[src/rtl/counter_seq_ctrl.sv]
// counter_seq_ctrl: sequencer and self-checker for the load/up/hold counter.
// On start it runs a fixed programme: LOAD, count UP, HOLD, count DOWN,
// FLUSH, DONE. A reference model of the counter tracks every command
// issued. In each UP/HOLD/DOWN/FLUSH cycle, q_in is compared against that
// model. All control outputs are registers, so no input reaches an output
// through combinational logic.
module counter_seq_ctrl #(
    parameter int W  = 4,
    parameter int CW = 8
) (
    input  logic          clk,
    input  logic          rst_n,
    input  logic          start,
    input  logic [W-1:0]  cfg_load_val,
    input  logic [CW-1:0] cfg_up_cnt,
    input  logic [CW-1:0] cfg_hold_cnt,
    input  logic [CW-1:0] cfg_down_cnt,
    input  logic [W-1:0]  q_in,
    output logic          load,
    output logic          up,
    output logic          hold,
    output logic [W-1:0]  d,
    output logic          busy,
    output logic          done,
    output logic          err,
    output logic [CW-1:0] err_cnt
);

    typedef enum logic [2:0] {
        S_IDLE,
        S_LOAD,
        S_UP,
        S_HOLD,
        S_DOWN,
        S_FLUSH,
        S_DONE
    } state_t;

    state_t        state;
    state_t        next_state;
    logic [CW-1:0] up_len;
    logic [CW-1:0] hold_len;
    logic [CW-1:0] down_len;
    logic [CW-1:0] phase_cnt;
    logic [W-1:0]  exp_q;
    logic          start_ok;
    logic          check_en;

    // First phase after 'from' with a non-zero length, or FLUSH if none.
    function automatic state_t phase_after(input state_t        from,
                                           input logic [CW-1:0] u,
                                           input logic [CW-1:0] h,
                                           input logic [CW-1:0] dn);
        if (from == S_LOAD && u != '0)
            return S_UP;
        if ((from == S_LOAD || from == S_UP) && h != '0)
            return S_HOLD;
        if (from != S_DOWN && dn != '0)
            return S_DOWN;
        return S_FLUSH;
    endfunction

    assign start_ok = (state == S_IDLE) && start;
    assign check_en = (state == S_UP) || (state == S_HOLD) ||
                      (state == S_DOWN) || (state == S_FLUSH);

    // Next-state decode, used by the FSM register so outputs can be
    // registered in the same cycle as the state they belong to.
    always_comb begin
        // NOTE: default first so every path assigns next_state (no latch).
        next_state = state;
        case (state)
            S_IDLE:  if (start) next_state = S_LOAD;
            S_LOAD:  next_state = phase_after(S_LOAD, up_len, hold_len, down_len);
            S_UP,
            S_HOLD,
            S_DOWN:  if (phase_cnt == '0)
                         next_state = phase_after(state, up_len, hold_len, down_len);
            S_FLUSH: next_state = S_DONE;
            S_DONE:  next_state = S_IDLE;
            default: next_state = S_IDLE;
        endcase
    end

    // Programme FSM: state, captured config, phase counter and the
    // registered control outputs decoded from the state being entered.
    always_ff @(posedge clk or negedge rst_n) begin
        if (!rst_n) begin
            // NOTE: non-blocking everywhere in clocked logic so every register
            // samples pre-edge values regardless of statement order.
            state     <= S_IDLE;
            up_len    <= '0;
            hold_len  <= '0;
            down_len  <= '0;
            phase_cnt <= '0;
            load      <= 1'b0;
            up        <= 1'b1;
            hold      <= 1'b0;
            d         <= '0;
            busy      <= 1'b0;
            done      <= 1'b0;
        end else begin
            state <= next_state;

            if (start_ok) begin
                up_len   <= cfg_up_cnt;
                hold_len <= cfg_hold_cnt;
                down_len <= cfg_down_cnt;
                d        <= cfg_load_val;
            end

            if (next_state != state) begin
                case (next_state)
                    S_UP:    phase_cnt <= up_len - 1'b1;
                    S_HOLD:  phase_cnt <= hold_len - 1'b1;
                    S_DOWN:  phase_cnt <= down_len - 1'b1;
                    default: phase_cnt <= '0;
                endcase
            end else if (phase_cnt != '0) begin
                phase_cnt <= phase_cnt - 1'b1;
            end

            load <= (next_state == S_LOAD);
            hold <= (next_state == S_HOLD) || (next_state == S_FLUSH);
            busy <= (next_state == S_LOAD) || (next_state == S_UP) ||
                    (next_state == S_HOLD) || (next_state == S_DOWN) ||
                    (next_state == S_FLUSH);
            done <= (next_state == S_DONE);
            // Direction holds its last value through HOLD and FLUSH.
            if (next_state == S_DOWN)
                up <= 1'b0;
            else if (next_state != S_HOLD && next_state != S_FLUSH)
                up <= 1'b1;
        end
    end

    // Reference counter: the same load > hold > count priority as the real one.
    always_ff @(posedge clk or negedge rst_n) begin
        if (!rst_n)
            exp_q <= '0;
        else if (load)
            exp_q <= d;
        else if (!hold)
            exp_q <= up ? exp_q + 1'b1 : exp_q - 1'b1;
    end

    // Mismatch tracking: sticky flag plus saturating count, cleared on start.
    always_ff @(posedge clk or negedge rst_n) begin
        if (!rst_n) begin
            err     <= 1'b0;
            err_cnt <= '0;
        end else if (start_ok) begin
            err     <= 1'b0;
            err_cnt <= '0;
        end else if (check_en && (q_in != exp_q)) begin
            err <= 1'b1;
            if (err_cnt != '1)
                err_cnt <= err_cnt + 1'b1;
        end
    end

endmodule

[config.mk]
export PLATFORM = sky130hd
export DESIGN_NAME = counter_seq_ctrl
export DESIGN_NICKNAME = d
export VERILOG_FILES = /design/src/rtl/counter_seq_ctrl.sv
export SDC_FILE = /design/constraint.sdc
export NUM_CORES = 1
export LEC_CHECK = 0
export ABC_AREA = 1
export ABC_CLOCK_PERIOD_IN_PS = 3600
export BUFFER_PORTS_ARGS = -buffer_cell sky130_fd_sc_hd__buf_2
export CORE_UTILIZATION = 30
export DETAILED_ROUTE_END_ITERATION = 8
export GPL_ROUTABILITY_DRIVEN = 0
export GPL_TIMING_DRIVEN = 0
export PLACE_DENSITY = 0.47
export SYNTH_ARGS = -nofsm -noshare
export SYNTH_HDL_FRONTEND = slang
export SYNTH_SLANG_ARGS = --single-unit
export TNS_END_PERCENT = 5
[constraint.sdc]
create_clock -name clk -period 3.6 [get_ports clk]
set_input_delay 0.72 -clock clk [delete_from_list [all_inputs] [get_ports clk]]
set_output_delay 0.72 -clock clk [all_outputs]
set_load 0.005 [all_outputs]
Word level (Yosys, flattened, before mapping)
Cells that the tools add are included.

storage, ports and cells
  input port bits = 35
  output and inout bits = 18
  flip-flop bits (word level) = 57
  word-level logic and storage cells = 115

operators by class
  reductions and logical operators = 27
  add/sub/neg operators = 7
  eq/ne operators = 18
  mux-type cells = 49

operators with widths
  kind                   number
  $mux W3                14
  $mux W8                5
  $reduce_bool A8 Y1     4
  $sub A8 B1 Y8 const B  4
  $mux W1                25
  $pmux W8 S3            1
  $eq A3 B3 Y1 const B   5
  $eq A3 B2 Y1 const B   4
  $mux W4                3
  $pmux W3 S4            1
  $logic_or A1 B1 Y1     9
  $add A8 B1 Y8 const B  1
  $logic_not A8 Y1       1
  $ne A8 B8 Y1 const B   1
  $reduce_bool A2 Y1     4
  $eq A3 B1 Y1 const B   2
  $logic_and A1 B1 Y1    6
  $ne A3 B3 Y1 const B   2
  $add A4 B1 Y4 const B  1
  $ne A4 B4 Y1           1
  $sub A4 B1 Y4 const B  1
  $logic_not A3 Y1       1
  $ne A3 B2 Y1 const B   1
  $ne A3 B3 Y1           1
  other kinds (3)        3

Longest topological paths before layout
  depth after elaboration = 22
  depth in mapped cells = 21
  mapped depth without buffers = 21

Worst setup path before layout
No wires, ideal clock.

  kind = register to register
  start point = reg phase_cnt[0]
  end point = reg phase_cnt[6]
  required time = 3.523 ns
  stages on the path, launching flop included = 18
  clock period less this slack = 2.310 ns
  arrival = 2.233 ns
  path buffers = 0
  setup time = 0.077 ns
  setup slack = 1.290 ns
  path through = dfrtp_1 inv_1 ha_1 nand4_4 clkinv_1 nand2_1 a21oi_2 nand3_4 nand3_1 nand3_1 inv_1 ha_1 nand2_2 nor2_2 nand2_1 nand2_1 nand3_1 a21oi_1

on the way
  cells in the longest elaborated chain, start to end = 6
  elaborated cells on any way between the ends = 13
  those cells by class = 1 x add/sub; 4 x eq/ne; 5 x mux; 3 x reduce/logical

ends and longest elaborated chain
  element                                       line  source
  start: declaration                            44    logic [CW-1:0] phase_cnt;
  start signal: assignment                      114   S_UP: phase_cnt <= up_len - 1'b1;
  start signal: assignment                      115   S_HOLD: phase_cnt <= hold_len - 1'b1;
  start signal: assignment                      116   S_DOWN: phase_cnt <= down_len - 1'b1;
  $logic_not A8 Y1                              77    S_DOWN: if (phase_cnt == '0)
  $mux W3                                       77
  $pmux W3 S4                                   72    case (state)
  $eq A3 B3 Y1 or $eq A3 B2 Y1 (tied branches)  113   case (next_state)
  $pmux W8 S3                                   113
  $mux W8                                       112   if (next_state != state) begin

Parallel ways exist; a longest one is shown, timed or not. The select of a mux whose other input is x is not followed.
A chain may end at the register's enable or synchronous reset.

Worst setup path in the final report
  start point = reg phase_cnt[0]
  end point = reg phase_cnt[4]

Same word-level chain as after synthesis.

==> key figures <==
Status
  – Outcome: completed

Worst setup path
  – Register-to-Register Path Depth: 16
  – Reg-to-Reg Start: phase_cnt[0]$_DFFE_PN0P_
  – Slowest CP cell: dfrtp_1
  – CP Launch Type: flip-flop
  – Reg2reg end: phase_cnt[4]$_DFFE_PN0P_
  – Largest stage delay on the critical path: 360 ps
  – Critical Path RT: 3810 ps
  – Flop2flop setup slack: 860 ps
  – WS Path Type: reg2reg
  – Family with the most delay on the worst path: simple AND/OR/NAND/NOR gates
  – Critical-path maximum fanout: 6
  – Crit path DAT: 2940 ps
  – Critical Path, Cell by Cell: inv_1 > ha_1 > nand4_4 > clkinv_1 > nand2_1 > a21oi_2 > nand3_4 > inv_1 > nand2_1 > nand3_1 > inv_1 > ha_1 > nand2_2 > nor2_2 > o21ai_1 > a21oi_1
  – Buf+Inv Stages, Crit Path: 4
  – Setup crit end kind: flip-flop
  – Most frequent cell on the critical path: inv_1

Timing
  – Hold Vio Cnt, Final: 0
  – Shortest period the worst path allows: 2740 ps
  – RSZ-0062 raised after global routing: false
  – Worst slew pin tran: 739 ps
  – Max-slew headroom: 0.507
  – Clk_skew: 9.55 ps
  – FMAX: 365 MHz
  – Max Transition Viols Final: 0
  – Setup TNS: 0 ps
  – Setup Viol. Count Final: 0
  – Period utilization: 0.760

Floorplan
  – Die X: 107 um
  – Initial Util: 0.315
  – Ports: 53
  – Die height: 107 um
  – Die Area: 0.0114 sq mm
  – Core box area: 0.0105 sq mm
  – Num rows: 37

Logic synthesis
  – Net Count, Synth: 466
  – Synth unique cells: 38
  – Cells after synthesis: 424
  – Asr flop ratio synth: 1.00
  – Sequential fraction of the synthesis area: 0.434
  – Commonest register cell after synthesis: dfrtp_1
  – Mean area per synthesized cell: 7.76 sq um
  – Area of the mapped netlist: 0.00329 sq mm
  – Ys Warns: 0
  – Number of synthesized flops with an enable pin: 0
  – Synthesized flop and latch total: 57

Pwr
  – Leakage: 2.02 nW
  – Max rail drop VDD: 0.239 mV
  – PwrDens: 422 mW/mm^2
  – Pwr Total: 1.67 mW

Route
  – DR vias/cell: 4.47
  – WL per Instance: 12.9 um
  – TritonRoute pass-1 iters: 4
  – DRC Markers: 0
  – Iter 0 DRT Violations: 109
  – Remaining antenna violation count: 0
  – Routed WL: 8080 um
  – DR vias: 2809

Finish
  – Area grow syn2layout: 20.6%
  – # diodes: 0
  – Fill cells: 1138
  – Most frequent cells in the layout: nand2_1, dfrtp_1, buf_2
  – Final Instance Area: 0.00397 sq mm
  – Leading cell type in the layout, fill and taps excluded: nand2_1
  – Share of cells above drive strength 1: 0.244
  – Final #Nets: 529
  – Non-Filler Instances: 628

Clock network
  – Root Buffer: clkbuf_8
  – Hold buffers post-CTS: 0
  – Clk sink count: 57
  – Clk buf depth: 2
  – Clock Latency Late Sink: 340 ps
  – Post-cts gate resize count: 0
  – CTS tree: built
  – Postcts setup bufs: 0
  – CTS clk-pin slew, worst paths: 70 ps
  – TritonCTS Buffers: 9
  – CTS H-tree depth: 3

GRT
  – Vias in the first global route: 2887
  – Pin count of the biggest net entering global routing: 58
  – Overall Global Routing Usage: 0.157
  – Overflow left after global routing: 0
  – Met1 Usage GRT: 0.208
  – GR peak layer: met2
  – GRT met3 Usage: 0.0401
  – Global-route wire length before repair: 13800 um
  – Antenna violations before repair: 0
  – Grt met2 use: 0.254

Place
  – IO buf count: 52
  – Hpwl dp: 6130 um
  – DP Cell Count: 612
  – Placed Area: 0.00372 sq mm

Hold path
  – Worst Hold Class: in2async

Flow run
  – Max-cap violations: 0
[worst max-delay path by stage]
stage	cells after the start	from	slack [ps]	to
after floorplan	17	phase_cnt[0]$_DFFE_PN0P_	1290	phase_cnt[6]$_DFFE_PN0P_
after global placement	15	start	760	phase_cnt[4]$_DFFE_PN0P_
after detailed placement	15	start	780	phase_cnt[4]$_DFFE_PN0P_
after CTS	16	phase_cnt[0]$_DFFE_PN0P_	840	phase_cnt[4]$_DFFE_PN0P_
after global routing	17	hold_len[4]$_DFFE_PN0P_	660	phase_cnt[4]$_DFFE_PN0P_
final	16	phase_cnt[0]$_DFFE_PN0P_	860	phase_cnt[4]$_DFFE_PN0P_
[power breakdown]
part / leakage, nW / switching [mW] / internal [mW]
registers: 0.699 / 0.0442 / 0.686
clock network: 0.120 / 0.269 / 0.478
logic: 1.20 / 0.104 / 0.0924
total: 2.02 / 0.417 / 1.26
[per-stage QoR]
stage                util  hold WS (ps)  worst slack (ps)
floorplan               -           424              1290
global placement    0.356           485               756
detailed placement  0.356           500               778
CTS                 0.379           515               840
global route        0.379           500               655
finish              0.379           428               864
[synth_stat cells, types with 6 or more instances]
cell	number	area share
nand2_2	10	0.019
nor2_1	35	0.040
ha_1	6	0.023
inv_2	10	0.011
nor2_2	10	0.019
a21oi_1	22	0.033
dfrtp_1	56	0.43
inv_1	38	0.043
nand3_1	22	0.033
nand2_1	131	0.15
xnor2_1	8	0.021
o21ai_0	19	0.029
[layout make-up]
| class | count | area [sq um] | area share |
|---|---|---|---|
| Buffer | 7 | 30.0 | 0.00757 |
| Tap cell | 136 | 170 | 0.0429 |
| Clock buffer | 11 | 141 | 0.0356 |
| Timing Repair Buffer | 52 | 263 | 0.0662 |
| Sequential cell | 57 | 1430 | 0.360 |
| Inverter | 51 | 194 | 0.0489 |
| Clock inverter | 5 | 103 | 0.0259 |
| Multi-Input combinational cell | 309 | 1640 | 0.413 |
[routing by layer]
metal / vias up / wire length (um)
met3: 7 / 219
met1: 1295 / 4040
li1: 1472 / -
met4: 0 / 91
met2: 35 / 3720
met5: - / 0
[state kept, by name (all words and copies together) (netlist names), 3 cells and up]
signal,flops
phase_cnt,8
d,4
up_len,8
down_len,8
state,3
hold_len,8
err_cnt,8
exp_q,4
[logic make-up (layout without fill, tap and decap cells)]
| group | Yosys count | in the layout | share of synthesized area |
|---|---|---|---|
| buffers and inverters | 58 | 126 | 0.0681 |
| adder cells (fa/ha/maj) | 7 | 7 | 0.0289 |
| flip-flops | 57 | 57 | 0.434 |
| AO/OA/AOI/OAI | 56 | 56 | 0.0996 |
| AND/OR/NAND/NOR | 234 | 234 | 0.338 |
| XOR/XNOR | 12 | 12 | 0.0319 |
(Power assumes the default switching activity.)
